## src/rtl/ysyx_l1i_cache_pkg.sv

```systemverilog
// ysyx_l1i_cache_pkg
//   Shared definitions for the L1 instruction cache: the refill FSM state
//   encoding, default geometry, and helpers that derive the address-split
//   bit positions (byte offset / word offset / index / tag) from the
//   geometry parameters.
package ysyx_l1i_cache_pkg;

  typedef enum logic [1:0] {
    S_IDLE = 2'd0,
    S_FILL = 2'd1,
    S_GAP  = 2'd2,
    S_DONE = 2'd3
  } l1i_state_e;

  localparam int L1I_BYTE_OFF_W   = 2;
  localparam int L1I_DEF_DATA_W   = 32;
  localparam int L1I_DEF_SET_LEN  = 2;
  localparam int L1I_DEF_LINE_LEN = 1;
  localparam int L1I_DEF_BURST    = 1;

  // lowest pc bit of the set index
  function automatic int l1i_idx_lsb(input int line_len);
    return line_len + L1I_BYTE_OFF_W;
  endfunction

  // lowest pc bit of the tag
  function automatic int l1i_tag_lsb(input int set_len, input int line_len);
    return set_len + line_len + L1I_BYTE_OFF_W;
  endfunction

  function automatic int l1i_tag_w(input int data_w, input int set_len, input int line_len);
    return data_w - l1i_tag_lsb(set_len, line_len);
  endfunction

endpackage

```

## src/rtl/ysyx_l1i_bank.sv

```systemverilog
// ysyx_l1i_bank
//   Direct-mapped data + tag storage for the L1 instruction cache.
//   One synchronous write port for refill words, one synchronous write port
//   for tags, and a combinational read port addressed by the fetch pc.
//   Contents are deliberately not reset; validity is tracked by the cache.
// Ports
//   clk                                  clock
//   data_we / data_set / data_word /
//   data_wdata                           refill word write
//   tag_we / tag_set / tag_wdata         tag write
//   rd_set / rd_word                     read address
//   rd_data / rd_tag                     read data (combinational)
import ysyx_l1i_cache_pkg::*;

module ysyx_l1i_bank #(
  parameter int DATA_W   = L1I_DEF_DATA_W,
  parameter int SET_LEN  = L1I_DEF_SET_LEN,
  parameter int LINE_LEN = L1I_DEF_LINE_LEN,
  parameter int TAG_W    = l1i_tag_w(L1I_DEF_DATA_W, L1I_DEF_SET_LEN, L1I_DEF_LINE_LEN)
) (
  input  logic                clk,
  input  logic                data_we,
  input  logic [SET_LEN-1:0]  data_set,
  input  logic [LINE_LEN-1:0] data_word,
  input  logic [DATA_W-1:0]   data_wdata,
  input  logic                tag_we,
  input  logic [SET_LEN-1:0]  tag_set,
  input  logic [TAG_W-1:0]    tag_wdata,
  input  logic [SET_LEN-1:0]  rd_set,
  input  logic [LINE_LEN-1:0] rd_word,
  output logic [DATA_W-1:0]   rd_data,
  output logic [TAG_W-1:0]    rd_tag
);

  localparam int LINES = 1 << SET_LEN;
  localparam int WORDS = 1 << LINE_LEN;

  logic [DATA_W-1:0] data_mem [LINES][WORDS];
  logic [TAG_W-1:0]  tag_mem  [LINES];

  always_ff @(posedge clk) begin
    if (data_we) data_mem[data_set][data_word] <= data_wdata;
    if (tag_we)  tag_mem[tag_set] <= tag_wdata;
  end

  assign rd_data = data_mem[rd_set][rd_word];
  assign rd_tag  = tag_mem[rd_set];

endmodule

```

## src/rtl/ysyx_l1i_cache.sv

```systemverilog
// ysyx_l1i_cache
//   Direct-mapped L1 instruction cache with zero-cycle hit latency and a
//   simple AR/R refill port. A miss refills the whole line starting at
//   word 0, either as one burst (BURST=1) or one single-beat request per
//   word with a one-cycle idle gap between requests (BURST=0).
//   flush_i invalidates every line; during a refill it is remembered and
//   applied when the refill finishes, so the refilled line is discarded.
// Ports
//   clk, rst (async, active-low)
//   pc_i, req_i, flush_i                 fetch side inputs
//   inst_o, hit_o, busy_o                fetch side outputs
//   bus_araddr_o, bus_arvalid_o,
//   bus_arlen_o, bus_required_o          read request channel
//   bus_rdata_i, bus_rvalid_i,
//   bus_rlast_i                          read data channel
//
// state  | meaning
// S_IDLE | serving hits; a miss starts a refill, flush clears all lines
// S_FILL | read request outstanding / collecting refill beats
// S_GAP  | one idle cycle between single-word requests (BURST=0)
// S_DONE | refill complete; tag written, line validated unless flushed
import ysyx_l1i_cache_pkg::*;

module ysyx_l1i_cache #(
  parameter int DATA_W   = L1I_DEF_DATA_W,
  parameter int SET_LEN  = L1I_DEF_SET_LEN,
  parameter int LINE_LEN = L1I_DEF_LINE_LEN,
  parameter int BURST    = L1I_DEF_BURST
) (
  input  logic              clk,
  input  logic              rst,
  input  logic [DATA_W-1:0] pc_i,
  input  logic              req_i,
  input  logic              flush_i,
  output logic [DATA_W-1:0] inst_o,
  output logic              hit_o,
  output logic              busy_o,
  output logic [DATA_W-1:0] bus_araddr_o,
  output logic              bus_arvalid_o,
  output logic [7:0]        bus_arlen_o,
  output logic              bus_required_o,
  input  logic [DATA_W-1:0] bus_rdata_i,
  input  logic              bus_rvalid_i,
  input  logic              bus_rlast_i
);

  localparam int LINES   = 1 << SET_LEN;
  localparam int WORDS   = 1 << LINE_LEN;
  localparam int IDX_LSB = l1i_idx_lsb(LINE_LEN);
  localparam int TAG_LSB = l1i_tag_lsb(SET_LEN, LINE_LEN);
  localparam int TAG_W   = l1i_tag_w(DATA_W, SET_LEN, LINE_LEN);
  localparam bit BURST_EN = (BURST != 0);
  localparam logic [LINE_LEN:0] LAST_BEAT = (LINE_LEN+1)'(WORDS - 1);
  localparam logic [7:0] ARLEN = BURST_EN ? 8'(WORDS - 1) : 8'd0;

  l1i_state_e          state;
  logic [LINES-1:0]    valid;
  logic [LINE_LEN:0]   beat;
  logic [DATA_W-1:0]   base_addr;
  logic [DATA_W-1:0]   araddr_q;
  logic                ar_pend;
  logic                flush_pend;

  logic [LINE_LEN-1:0] pc_off;
  logic [SET_LEN-1:0]  pc_idx;
  logic [TAG_W-1:0]    pc_tag;
  logic [DATA_W-1:0]   pc_base;
  logic [SET_LEN-1:0]  fill_idx;
  logic [TAG_W-1:0]    fill_tag;
  logic [DATA_W-1:0]   beat_addr;
  logic [DATA_W-1:0]   rd_data;
  logic [TAG_W-1:0]    rd_tag;
  logic                hit;
  logic                beat_last;
  logic                fill_end;
  logic                unused_pc_lo;

  assign pc_off  = pc_i[IDX_LSB-1:L1I_BYTE_OFF_W];
  assign pc_idx  = pc_i[TAG_LSB-1:IDX_LSB];
  assign pc_tag  = pc_i[DATA_W-1:TAG_LSB];
  assign pc_base = {pc_i[DATA_W-1:IDX_LSB], {IDX_LSB{1'b0}}};
  assign unused_pc_lo = &{1'b0, pc_i[L1I_BYTE_OFF_W-1:0]};

  // base_addr always holds the line being refilled
  assign fill_idx  = base_addr[TAG_LSB-1:IDX_LSB];
  assign fill_tag  = base_addr[DATA_W-1:TAG_LSB];
  assign beat_addr = base_addr + (DATA_W'(beat) << L1I_BYTE_OFF_W);

  // an early rlast only ends a burst; single-word requests always carry rlast
  assign beat_last = (beat == LAST_BEAT);
  assign fill_end  = beat_last || (BURST_EN && bus_rlast_i);

  // DONE keeps serving hits for other lines; the refilled line's own valid
  // bit is still clear in DONE, so it cannot hit before its tag is written
  assign hit = ((state == S_IDLE) || (state == S_DONE)) &&
               valid[pc_idx] && (rd_tag == pc_tag);

  ysyx_l1i_bank #(
    .DATA_W  (DATA_W),
    .SET_LEN (SET_LEN),
    .LINE_LEN(LINE_LEN),
    .TAG_W   (TAG_W)
  ) u_bank (
    .clk       (clk),
    .data_we   ((state == S_FILL) && bus_rvalid_i),
    .data_set  (fill_idx),
    .data_word (beat[LINE_LEN-1:0]),
    .data_wdata(bus_rdata_i),
    .tag_we    (state == S_DONE),
    .tag_set   (fill_idx),
    .tag_wdata (fill_tag),
    .rd_set    (pc_idx),
    .rd_word   (pc_off),
    .rd_data   (rd_data),
    .rd_tag    (rd_tag)
  );

  always_ff @(posedge clk or negedge rst) begin
    if (!rst) begin
      state      <= S_IDLE;
      valid      <= '0;
      beat       <= '0;
      base_addr  <= '0;
      araddr_q   <= '0;
      ar_pend    <= 1'b0;
      flush_pend <= 1'b0;
    end else begin
      case (state)
        S_IDLE: begin
          if (flush_i) begin
            valid <= '0;
          end else if (req_i && !hit) begin
            state          <= S_FILL;
            base_addr      <= pc_base;
            araddr_q       <= pc_base;
            valid[pc_idx]  <= 1'b0;
            beat           <= '0;
            ar_pend        <= 1'b1;
          end
        end
        S_FILL: begin
          if (flush_i) flush_pend <= 1'b1;
          if (bus_rvalid_i) begin
            ar_pend <= 1'b0;
            if (BURST_EN) begin
              if (fill_end) state <= S_DONE;
              else          beat  <= beat + (LINE_LEN+1)'(1);
            end else if (beat_last) begin
              state <= S_DONE;
            end else begin
              beat  <= beat + (LINE_LEN+1)'(1);
              state <= S_GAP;
            end
          end
        end
        S_GAP: begin
          if (flush_i) flush_pend <= 1'b1;
          state    <= S_FILL;
          ar_pend  <= 1'b1;
          araddr_q <= beat_addr;
        end
        S_DONE: begin
          if (flush_pend || flush_i) valid <= '0;
          else                       valid[fill_idx] <= 1'b1;
          flush_pend <= 1'b0;
          state      <= S_IDLE;
        end
        default: state <= S_IDLE;
      endcase
    end
  end

  assign inst_o         = rd_data;
  assign hit_o          = hit;
  assign busy_o         = (state != S_IDLE) || flush_pend;
  assign bus_araddr_o   = araddr_q;
  assign bus_arvalid_o  = ar_pend;
  assign bus_arlen_o    = ARLEN;
  assign bus_required_o = (state != S_IDLE);

endmodule
```

## config.mk

```make
export PLATFORM = sky130hd
export DESIGN_NAME = ysyx_l1i_cache
export DESIGN_NICKNAME = d
export VERILOG_FILES = /design/src/rtl/ysyx_l1i_cache_pkg.sv /design/src/rtl/ysyx_l1i_bank.sv /design/src/rtl/ysyx_l1i_cache.sv
export SDC_FILE = /design/constraint.sdc
export NUM_CORES = 1
export LEC_CHECK = 0
export BUFFER_PORTS_ARGS = -buffer_cell sky130_fd_sc_hd__buf_4
export CAP_MARGIN = 25
export CELL_PAD_IN_SITES_DETAIL_PLACEMENT = 1
export CELL_PAD_IN_SITES_GLOBAL_PLACEMENT = 1
export CORE_MARGIN = 2
export CORE_UTILIZATION = 58
export CTS_BUF_LIST = sky130_fd_sc_hd__clkbuf_4 sky130_fd_sc_hd__clkbuf_8
export DETAILED_ROUTE_END_ITERATION = 6
export GPL_TIMING_DRIVEN = 1
export PLACE_DENSITY_LB_ADDON = 0.1
export SLEW_MARGIN = 20
export SYNTH_ARGS = -nofsm -noshare
export SYNTH_HDL_FRONTEND = slang
export SYNTH_SLANG_ARGS = --single-unit
```

## constraint.sdc

```tcl
create_clock -name clk -period 11.66 [get_ports clk]
set_input_delay 2.332 -clock clk [delete_from_list [all_inputs] [get_ports clk]]
set_output_delay 2.332 -clock clk [all_outputs]
set_load 0.05 [all_outputs]
```

* Word level (Yosys, flattened, before mapping)
Memory sizes are Yosys's and may differ from the RTL's.
Index checks and enable logic that the tools add are counted.
** Word-level totals
- Word-level logic and storage cells :: 101
- Bits in registers :: 71
- Bits of input ports :: 70
- Output and inout port bits :: 76
- Memory bits (writable) :: 364
- Memories kept :: 2
** Operators by class
- Reductions and logical operators :: 27
- Add/subtract/negate cells :: 2
- Equality and inequality tests :: 12
- Bitwise operators :: 6
- Multiplexer cells :: 38
- Order comparisons :: 7
** Memories
- u_bank.data_mem :: depth 4, width 64, rd ports 1, clocked after memory_dff 0, wr ports 1, RTL line ysyx_l1i_bank.sv:38 : logic [DATA_W-1:0] data_mem [LINES][WORDS];
- u_bank.tag_mem :: depth 4, width 27, rd ports 1, clocked after memory_dff 0, wr ports 1, RTL line ysyx_l1i_bank.sv:39 : logic [TAG_W-1:0] tag_mem [LINES];
** Operators with widths (count)
- 32-bit two-way mux :: 6
- 64-bit two-way mux :: 1
- 32-bit case mux with 2 select lines :: 1
- 32-bit by 4-bit adder with 32-bit output :: 1
- 32-bit demux with 1-bit select :: 1
- 27-bit equality test :: 1
- 2-bit two-way mux :: 8
- 4-bit two-way mux :: 3
- 1-bit two-way mux :: 10
- 2-bit nonzero test :: 5
- 2-bit != test (second input constant) :: 4
- 2-bit case mux with 4 select lines :: 1
- 4-bit case mux with 2 select lines :: 1
- 4-bit AND reduction :: 2
- 1-bit logical AND :: 7
- 2-bit by 3-bit less-than comparator with 1-bit output (second input constant) :: 2
- 3-bit AND reduction :: 2
- 5-bit AND reduction :: 1
- 4-bit AND :: 1
- 1-bit demux with 2-bit select :: 2
- 2-bit by 1-bit equality test with 1-bit output (second input constant) :: 2
- 2-bit equality test (second input constant) :: 2
- 2-bit by 1-bit >= comparator with 1-bit output (second input constant) :: 2
- 2-bit >= comparator (second input constant) :: 2
- 18 further kinds :: 24

* Depth between registers and ports, before layout
Gate-level depths: netlist of run 1.
- Depth after elaboration :: 9
- Depth in mapped cells :: 12
- Depth with buffers taken out :: 9

* Modules after synthesis
Synthesis of run 1 repeated with hierarchy kept, for this count alone.
** Unflattened totals
- Cells, all modules :: 992
- Area, all modules :: 18376.4 sq um
** Modules (own cells, without submodules)
- ysyx_l1i_bank :: instances 1, area an instance 13812.0 sq um, cells each 529, sequential area each 10930.5 sq um
- ysyx_l1i_cache :: instances 1, area an instance 4564.4 sq um, cells each 463, sequential area each 1726.7 sq um

* Worst setup path before layout of run 1
No wires, ideal clock.
- Kind :: input to output
- Start :: input pc_i[3]
- End :: output inst_o[0]
- Slack :: 4.813 ns
- Buffers on the path :: 5
- Stages :: 7
- Required time :: 9.328 ns
- Arrival :: 4.515 ns
- Cells stage by stage :: buf_6 buf_2 clkbuf_1 buf_2 buf_2 mux4_2 mux2_2
** On the way
- Word-level cells in the longest chain between the ends :: 4
** Ends and longest elaborated chain
- from (decl) :: RTL line ysyx_l1i_cache.sv:32 : input logic [DATA_W-1:0] pc_i,
- memory read 4 x 64 bit
- 32-bit two-way mux (not written as such) (3 in series) :: RTL line ysyx_l1i_bank.sv:46 : assign rd_data = data_mem[rd_set][rd_word];
- to (decl) :: RTL line ysyx_l1i_cache.sv:35 : output logic [DATA_W-1:0] inst_o,
Every way passes these cells. The select of a mux whose other input is x is not followed.

* Worst setup path after layout of run 1
- Start :: input pc_i[4]
- End :: output hit_o
** On the way
- Word-level cells in the longest chain between the ends :: 4
- Elaborated cells between the ends (all ways) :: 6
- Classes of those cells :: eq/ne: 1; mux: 2; reduce/logical: 2; memory: 1
** Ends and longest elaborated chain
- branches (longest 3 deep; another with memory read 4 x 27 bit)
- 1-bit logical AND (*) :: RTL line ysyx_l1i_cache.sv:96 : valid[pc_idx] && (rd_tag == pc_tag);
- to (decl) :: RTL line ysyx_l1i_cache.sv:36 : output logic hit_o,
Mark *: on every way between the ends. The select of a mux whose other input is x is not followed.

==> results of run 1 <==
-- where the power goes --
part / internal (W) / total, W / switching [W]
logic: 0.000436 / 0.00113 / 0.000695
registers: 0.00203 / 0.00225 / 0.000219
clock network: 0.000751 / 0.00137 / 0.000615
total: 0.00322 / 0.00475 / 0.00153
-- per-stage QoR --
stage / hold WS (ps) / std cells / setup WS (ps) / instance area (um2) / power (W)
finish: 510.1 / 1631 / 3573 / 21030 / 0.004748
global placement: 493.2 / 1502 / 3483 / 19530 / 0.003344
floorplan: 474.2 / 1012 / 4813 / 18180 / 0.003008
global route: 520.6 / 1631 / 3373 / 21030 / 0.004936
CTS: 515.9 / 1629 / 3442 / 20980 / 0.004777
detailed placement: 496.9 / 1502 / 3450 / 19530 / 0.003403
-- final cells by class --
| type | instances | area [um2] |
|---|---|---|
| Fill cell | 2613 | 9637 |
| Clock buffer | 94 | 1175 |
| Sequential cell | 433 | 12660 |
| Tap cell | 396 | 495.5 |
| Multi-Input combinational cell | 510 | 5199 |
| Inverter | 14 | 52.55 |
| Timing Repair Buffer | 151 | 1177 |
| Clock inverter | 33 | 276.5 |
-- routing by layer --
metal / GRT usage [%] / up-vias
li1: - / 4298
met1: 33.32 / 5201
met2: 46.39 / 357
met3: 4.334 / 87
met4: 9.774 / 0
met5: 0 / -
-- registers in the layout (all words and copies together) (netlist names) --
name and count:
bus_araddr_o 30, base_addr 29, u_bank.data_mem 256, flush_pend 1
beat 2, valid 4, state 2, u_bank.tag_mem 108
bus_arvalid_o 1
-- cell families after synthesis --
logic type / after synthesis / share of synthesized area, %
xor gates and xnor gates: 43 / 2.075
DFF: 433 / 69.75
and+or+nand+nor: 158 / 4.323
other: 2 / 0.04138
buffers and inverters: 69 / 2.186
muxes: 199 / 17.98
adders and majority gates: 8 / 0.5516
AOI/OAI and AO/OA: 92 / 3.096
-- how the worst min path moves through the flow --
| stage | slack [ps] | cells after the start | to | start |
|---|---|---|---|---|
| 6_report | 510 | 1 | bus_araddr_o[26] | bus_araddr_o[26] |
| 5_1_grt | 520 | 1 | bus_araddr_o[29] | bus_araddr_o[29] |
| 4_1_cts | 520 | 1 | bus_araddr_o[29] | bus_araddr_o[29] |
| 3_5_place_dp | 500 | 1 | bus_araddr_o[29] | bus_araddr_o[29] |
| 3_3_place_gp | 490 | 2 | bus_arvalid_o | bus_arvalid_o |
| 2_1_floorplan | 470 | 0 | u_bank.tag_mem[0][3] | base_addr[8] |
-- placed cells by master (no fill, tap or decap), drive strengths merged, types with 7 or more instances in the layout --
master and count:
clkinv 23, ha 8, nand3 17, dfrtp 69, mux2i 26, nor2 53
mux4 84, xor2 16, o22ai 7, nand4 12, o21ai 20, xnor2 27
clkbuf 94, inv 17, nand2b 9, nor3 8, buf 151, edfxtp 364
a21oi 42, nand2 31, conb 10, and3 7, mux2 89
-- worst reg2reg max path, stage by stage (launching register included) --
cell and delay, ps:
edfxtp_1 410, mux4_2 510, xnor2_1 430, nand4_1 310, nor4_4 460, a21oi_4 170, a21oi_4 140, buf_4 500
mux2_4 420
==> results.toml, run 1 <==
[cts]
hold_buffers = 0
clockBufferDepth = 3
postCtsSetupBuffers = 0
clk_pin_slew_worst_paths_ps = 60
clockRootBuffer = "clkbuf_8"
cts.sinks = 433
cts.htree.levels = 3
cts_tree = "done"
cts_buffers = 70
insertion_delay_ps = 580
cts_resized = 0

[sta]
min_period_ps = 8087
maxSlewHeadroom_pct = 41.10
fin_worst_skew_ps = 26.20
finalCritPeriodShare_pct = 69.36
setup_viol = 0
rsz0062_at_grt = "no"
finalMaxSlewViolations = 0
tightest_slew_ps = 883.5
hold_viol_final = 0
tns_ps = 0
fmax_mhz = 123.7

[synth]
syn_area_um2 = 18150
avgSynthCellArea_um2 = 18.08
synth_ff_type = "edfxtp_1"
synth-seq-area-share_pct = 69.75
synth-async-reset-ratio_pct = 15.94
yosys.area.top_type = "edfxtp_1"
yosys-top-cells-area = "edfxtp_1, mux4_2, dfrtp_1, mux2_2, mux2_4"
synth-seq-cells = 433
synth_edf_count = 364
synth_cell_type_count = 56
synth_cells = 1004
netlist.area_leader.share_pct = 60.23
synth-warning-count = 0
synth_commonest_cells = "edfxtp_1, mux4_2, dfrtp_1"
synth_most_common_cell = "edfxtp_1"

[worst_setup_path]
worst_setup_path_endpoint = "hit_o"
crit_type = "input port to output port"
end_kind = "output port"
cpPeakStageDelay_ps = 540
cpLargestDelayFamily = "buffers and inverters"
worstSetupPathDepth = 11
crit_fanout = 42
startpoint = "pc_i[4]"
r2r_end = "bus_araddr_o[20]"
slowest_stage = "buf_4"
required_ps = 9330
cp_cell_sequence = "buf_4, buf_4, buf_16, mux2i_1, o22ai_1, a221oi_2, o2111ai_1, nor4_4, nand4_1, inv_1, buf_4"
reg2reg_slack_ps = 8210
r2r.worst_path.cells = 8
cp_common_cell = "buf_4"
cp_num_buf_inv = 5
crit_arrival_ps = 5750
r2r_start = "u_bank.tag_mem[3][14]"
start_kind = "input port"

[cells_and_area]
nets = 1258
area_delta_synth_final_pct = 15.90
post-route-util_pct = 68.58
drive_gt1_share_pct = 36.92
antenna_cells = 0

[power]
power.density_nw_per_um2 = 225.8
p_leak_nw = 7.514
ir_worst_vdd_uv = 158.4

[run]
cap_violations = 0

[drt]
drt_wl_total_um = 42570
wl_met3_um = 2330
vias_per_cell = 6.096
top_layer = "met4"
wl_per_cell_um = 26.10
drc = 0
drt_first_pass_iters = 4
drtAntennaViolNets = 0
wl_met2_um = 22740
wl_met1_um = 16370
via_count = 9943
drtIter0Drc = 693

[floorplan]
core_um2 = 30670
pin_count = 146
fp-row-count = 64
die-area_um2 = 32720
start_util_pct = 59.17
die_x_um = 180.9
die_h_um = 180.9

[grt]
grt-ovfl-total = 0
grt_pass1_wl_um = 65730
grt_max_degree = 70
antenna_found_initial = 0
grt_use_total_pct = 26.44
first_global_vias = 11069

[placement]
port_buffers = 133
place_congestion = 0.8305
dp_hpwl_um = 25510

[run_status]
run_status = "complete, no violations"

[hold_path]
hp-class = "register to register"
No activity file was read; power rests on OpenSTA's default activity.
==> inputs of run 2 (changes only) <==
- CORE_UTILIZATION: 58 -> 53
- clock period: 11.66 -> 8.4 ns (I/O delays scaled with it)
==> run 2 against run 1 <==
  * Via count shrank 2.6%
  * Flip-flop and latch count did not move
  * Combinational power rose by 38%
  * Power is 36% higher
  * Clock power rose by 31%
==> results.toml, run 2 (synthesis results as in run 1) <==
[cells_and_area]
multi_input_area_um2 = 5196
drive_gt1_share_pct = 37.30
area_delta_synth_final_pct = 15.81
fillers = 3006
nets = 1261
antenna_cells = 0
top_register = "u_bank.data_mem"
largest_reg_flops = 256
final_cell_mix = "edfxtp_1, buf_4, mux4_2, clkbuf_8, dfrtp_1"
seqCellArea_um2 = 12660
final_common_cell = "edfxtp_1"

[sta]
maxSlewHeadroom_pct = 40.41
tns_ps = 0
tightest_slew_ps = 893.8
setup_ws_ps = 2038
setup_viol = 0
finalMaxSlewViolations = 0
finalCritPeriodShare_pct = 75.73
fmax_mhz = 157.2
hold_viol_final = 0
fin_worst_skew_ps = 32.84
min_period_ps = 6362
rsz0062_at_grt = "no"

[worst_setup_path]
cp_common_cell = "nand4_1"
crit_type = "input port to output port"
end_kind = "output port"
cp_cell_sequence = "buf_6, mux4_2, xnor2_1, nand4_1, nor4_4, nand4_1, inv_1, buf_4"
slowest_stage = "mux4_2"
start_kind = "input port"
crit_arrival_ps = 4680
crit_fanout = 64
cpPeakStageDelay_ps = 610
required_ps = 6720

[power]
pwr-share-seq_pct = 48.1
p_leak_nw = 7.503
switchingPower_w = 0.002053
ir_worst_vdd_uv = 232.8
power.density_nw_per_um2 = 307.6
pwr-share-comb_pct = 24.1
sw_frac_of_total_pct = 31.76
p_int_w = 0.004411
p_clk_share_pct = 27.8

[placement]
place_congestion = 0.8301
place_ws_ps = 2040
port_buffers = 133
dp_hpwl_um = 24390

[drt]
drtIter0Drc = 761
via_count = 9687
vias_per_cell = 5.752
drc = 0
wl_per_cell_um = 24.12
drtAntennaViolNets = 0
drt_wl_total_um = 40620
drt_first_pass_iters = 4

[cts]
clockRootBuffer = "clkbuf_8"
clk_pin_slew_worst_paths_ps = 60
cts.sinks = 433
cts_buffers = 71
hold_buffers = 0
cts_tree = "done"
clockBufferDepth = 3
cts.htree.levels = 3
insertion_delay_ps = 590
cts_resized = 0
postCtsSetupBuffers = 0

[floorplan]
die_h_um = 189.0
fp-row-count = 67
die-area_um2 = 35740
start_util_pct = 53.98
die_x_um = 189.0
core_um2 = 33620
pin_count = 146

[grt]
grt_use_total_pct = 23.52
grt_pass1_wl_um = 63110
antenna_found_initial = 1
top_usage_layer = "met2"
met2_usage_pct = 39.01
grt_use_met1_pct = 31.38
grt_max_degree = 70
grt-ovfl-total = 0
first_global_vias = 10667
use_met3_pct = 4.615

[run_status]
run_status = "complete, no violations"

[run]
cap_violations = 0

[hold_path]
hp-class = "register to register"
[run 2: worst max-delay path, delay by kind of cell]
kind / cells / cell delay (ps)
and+or+nand+nor: 3 / 890
xor gates and xnor gates: 1 / 410
muxes: 1 / 610
buffers and inverters: 3 / 980
[run 2: path summary, 6_finish.rpt]
kind                                       start          endpoint  slack, ps  cells past startpoint
max                                      pc_i[3]             hit_o       2040                      8
min                             bus_araddr_o[11]  bus_araddr_o[11]        510                      1
max in group asynchronous                    rst     base_addr[16]       6740                      2
max reg2reg                u_bank.tag_mem[3][18]  bus_araddr_o[17]       4990                      9
min reg2reg                     bus_araddr_o[11]  bus_araddr_o[11]        510                      1
min in group asynchronous                    rst      base_addr[5]       1050                      1
[run 2: per-layer routing]
metal  share of wire, %  vias to the layer above
met5              0.030                        -
met4                2.4                        2
met3                4.5                       70
met2                 51                      238
met1                 42                     5065
li1                   -                     4312
[run 2: power groups by stage]
| stage | clock network, W | logic, W | registers, W |
|---|---|---|---|
| floorplan | 0 | 0.000863 | 0.00331 |
| global placement | 0 | 0.00155 | 0.00311 |
| detailed placement | 0 | 0.00157 | 0.00315 |
| CTS | 0.00184 | 0.00158 | 0.00311 |
| global route | 0.00193 | 0.00166 | 0.00316 |
| finish | 0.00180 | 0.00156 | 0.00311 |
[run 2: layout make-up]
type,instances,share of cell area (%)
clock buffers,108,6.180
clock inverters,18,0.4108
inverters,14,0.2500
multi-input cells,510,24.72
flip-flops and latches,433,60.22
well taps,448,2.667
repair buffers,153,5.543
[run 2: metrics by stage]
step	cells	utilization (%)	hold slack (ps)	power, W	cell area (um2)
global route	1684	62.52	528.3	0.006751	21020
CTS	1683	62.46	512.8	0.006533	21000
floorplan	1012	-	474.2	0.004176	18180
detailed placement	1557	58.34	495.4	0.004721	19610
global placement	1557	58.34	494.3	0.004662	19610
finish	1684	62.52	510.0	0.006464	21020
==> inputs of run 3 (changes only) <==
- clock period: 8.4 -> 6.1 ns (I/O delays scaled with it)
==> run 3 against run 2 <==
  * Flip-flop and latch count stayed put
  * Sequential power is 37% higher
  * Wire length is 2.2% higher
  * Combinational power is 38% higher
==> results.toml, run 3 (synthesis results as in run 1) <==
[run_status]
run_status = "complete, no violations"

[sta]
rsz0062_at_grt = "no"
min_period_ps = 4947
tns_ps = 0
hold_viol_final = 0
fmax_mhz = 202.1
setup_viol = 0
fin_worst_skew_ps = 25.50
hold_slack_ps = 512.2
maxSlewHeadroom_pct = 35.99
finalCritPeriodShare_pct = 81.10
tightest_slew_ps = 960.2
finalMaxSlewViolations = 0

[grt]
grt_max_degree = 70
top_usage_layer = "met2"
first_global_vias = 10652
use_met3_pct = 4.393
grt-ovfl-total = 0
antenna_found_initial = 1
grt_use_total_pct = 24.08
met2_usage_pct = 41.01
grt_pass1_wl_um = 64270
grt_use_met1_pct = 31.54

[cells_and_area]
largest_reg_flops = 256
fillers = 3009
top_register = "u_bank.data_mem"
final_common_cell = "edfxtp_1"
area_delta_synth_final_pct = 16.34
seqCellArea_um2 = 12660
post-route-util_pct = 62.81
multi_input_area_um2 = 5196
final_cell_mix = "edfxtp_1, buf_4, mux4_2, clkbuf_8, dfrtp_1"
drive_gt1_share_pct = 37.76
nets = 1265

[placement]
place_congestion = 0.8470
dp_hpwl_um = 25310
port_buffers = 133

[drt]
vias_per_cell = 5.800
via_count = 9807
drc = 0
drt_first_pass_iters = 7
drt_wl_total_um = 41530
drtIter0Drc = 548
drtAntennaViolNets = 0
wl_per_cell_um = 24.56

[floorplan]
core_um2 = 33620
die_h_um = 189.0
die-area_um2 = 35740
die_x_um = 189.0
fp-row-count = 67
start_util_pct = 53.98
pin_count = 146

[cts]
clockRootBuffer = "clkbuf_8"
cts_buffers = 72
postCtsSetupBuffers = 0
hold_buffers = 0
cts_tree = "done"
clockBufferDepth = 3
cts.sinks = 433
clk_pin_slew_worst_paths_ps = 60
cts.htree.levels = 3
cts_resized = 0
insertion_delay_ps = 600

[worst_setup_path]
start_kind = "input port"
cp_common_cell = "nand4_1"
crit_arrival_ps = 3730
cp_cell_sequence = "buf_6, mux4_2, xnor2_1, nand4_1, nor4_4, nand4_1, inv_1, buf_4"
cpPeakStageDelay_ps = 560
crit_fanout = 27
crit_type = "input port to output port"
slowest_stage = "mux4_2"
end_kind = "output port"
required_ps = 4880

[hold_path]
hp-class = "input port to async pin"

[power]
ir_worst_vdd_uv = 271.7
p_leak_nw = 7.554
power.density_nw_per_um2 = 425.0

[run]
cap_violations = 0
==> run 3: cell types whose count changed in the layout (fill, tap and decap cells not counted), moves of 2 or more <==
cell      delta
clkinv_2     +5
clkbuf_4     -3
clkinv_1     -2
clkbuf_8     +2
buf_4        +2
==> run 3: metal layers <==
metal / routed length, um / up-vias
met3: 1884 / 76
met4: 950 / 0
met1: 17080 / 5166
met5: 0 / -
li1: - / 4317
met2: 21610 / 248
==> run 3: final timing paths <==
check	from	endpoint	slack [ps]	cells after the start
setup / recovery	pc_i[3]	hit_o	1150	8
hold / removal	rst	bus_araddr_o[7]	510	1
setup reg to reg	state[1]	bus_araddr_o[31]	2780	10
hold reg to reg	bus_araddr_o[5]	bus_araddr_o[5]	510	1
max in group asynchronous	rst	bus_araddr_o[13]	5000	2
min in group clk	bus_araddr_o[5]	bus_araddr_o[5]	510	1
==> run 3: layout make-up <==
type	instances	share of cell area (%)
Inverter	14	0.2489
Timing Repair Buffer	156	5.719
Clock inverter	22	0.6282
Multi-Input combinational cell	510	24.61
Antenna cell	1	0.01185
Clock buffer	107	6.175
Sequential cell	433	59.95
Tap cell	448	2.655
==> run 3: through the flow <==
step	std cells	instance area (um2)	total power, W	setup WS (ps)
floorplan	1012	18180	0.005750	1477
global placement	1560	19650	0.006424	1076
detailed placement	1560	19650	0.006502	1124
CTS	1689	21080	0.009070	1115
global route	1691	21110	0.009375	1009
finish	1691	21110	0.008972	1153
==> run 3: power breakdown <==
part | switching [W] | internal [W]
logic | 0.00132 | 0.000837
clock network | 0.00113 | 0.00141
registers | 0.000390 | 0.00388
total | 0.00284 | 0.00613
==> run 3: worst max-delay path: cells and delay by family <==
kind | cells | cell delay (ps)
xor+xnor | 1 | 390
buf+inv | 3 | 660
mux | 1 | 560
simple gates | 3 | 860
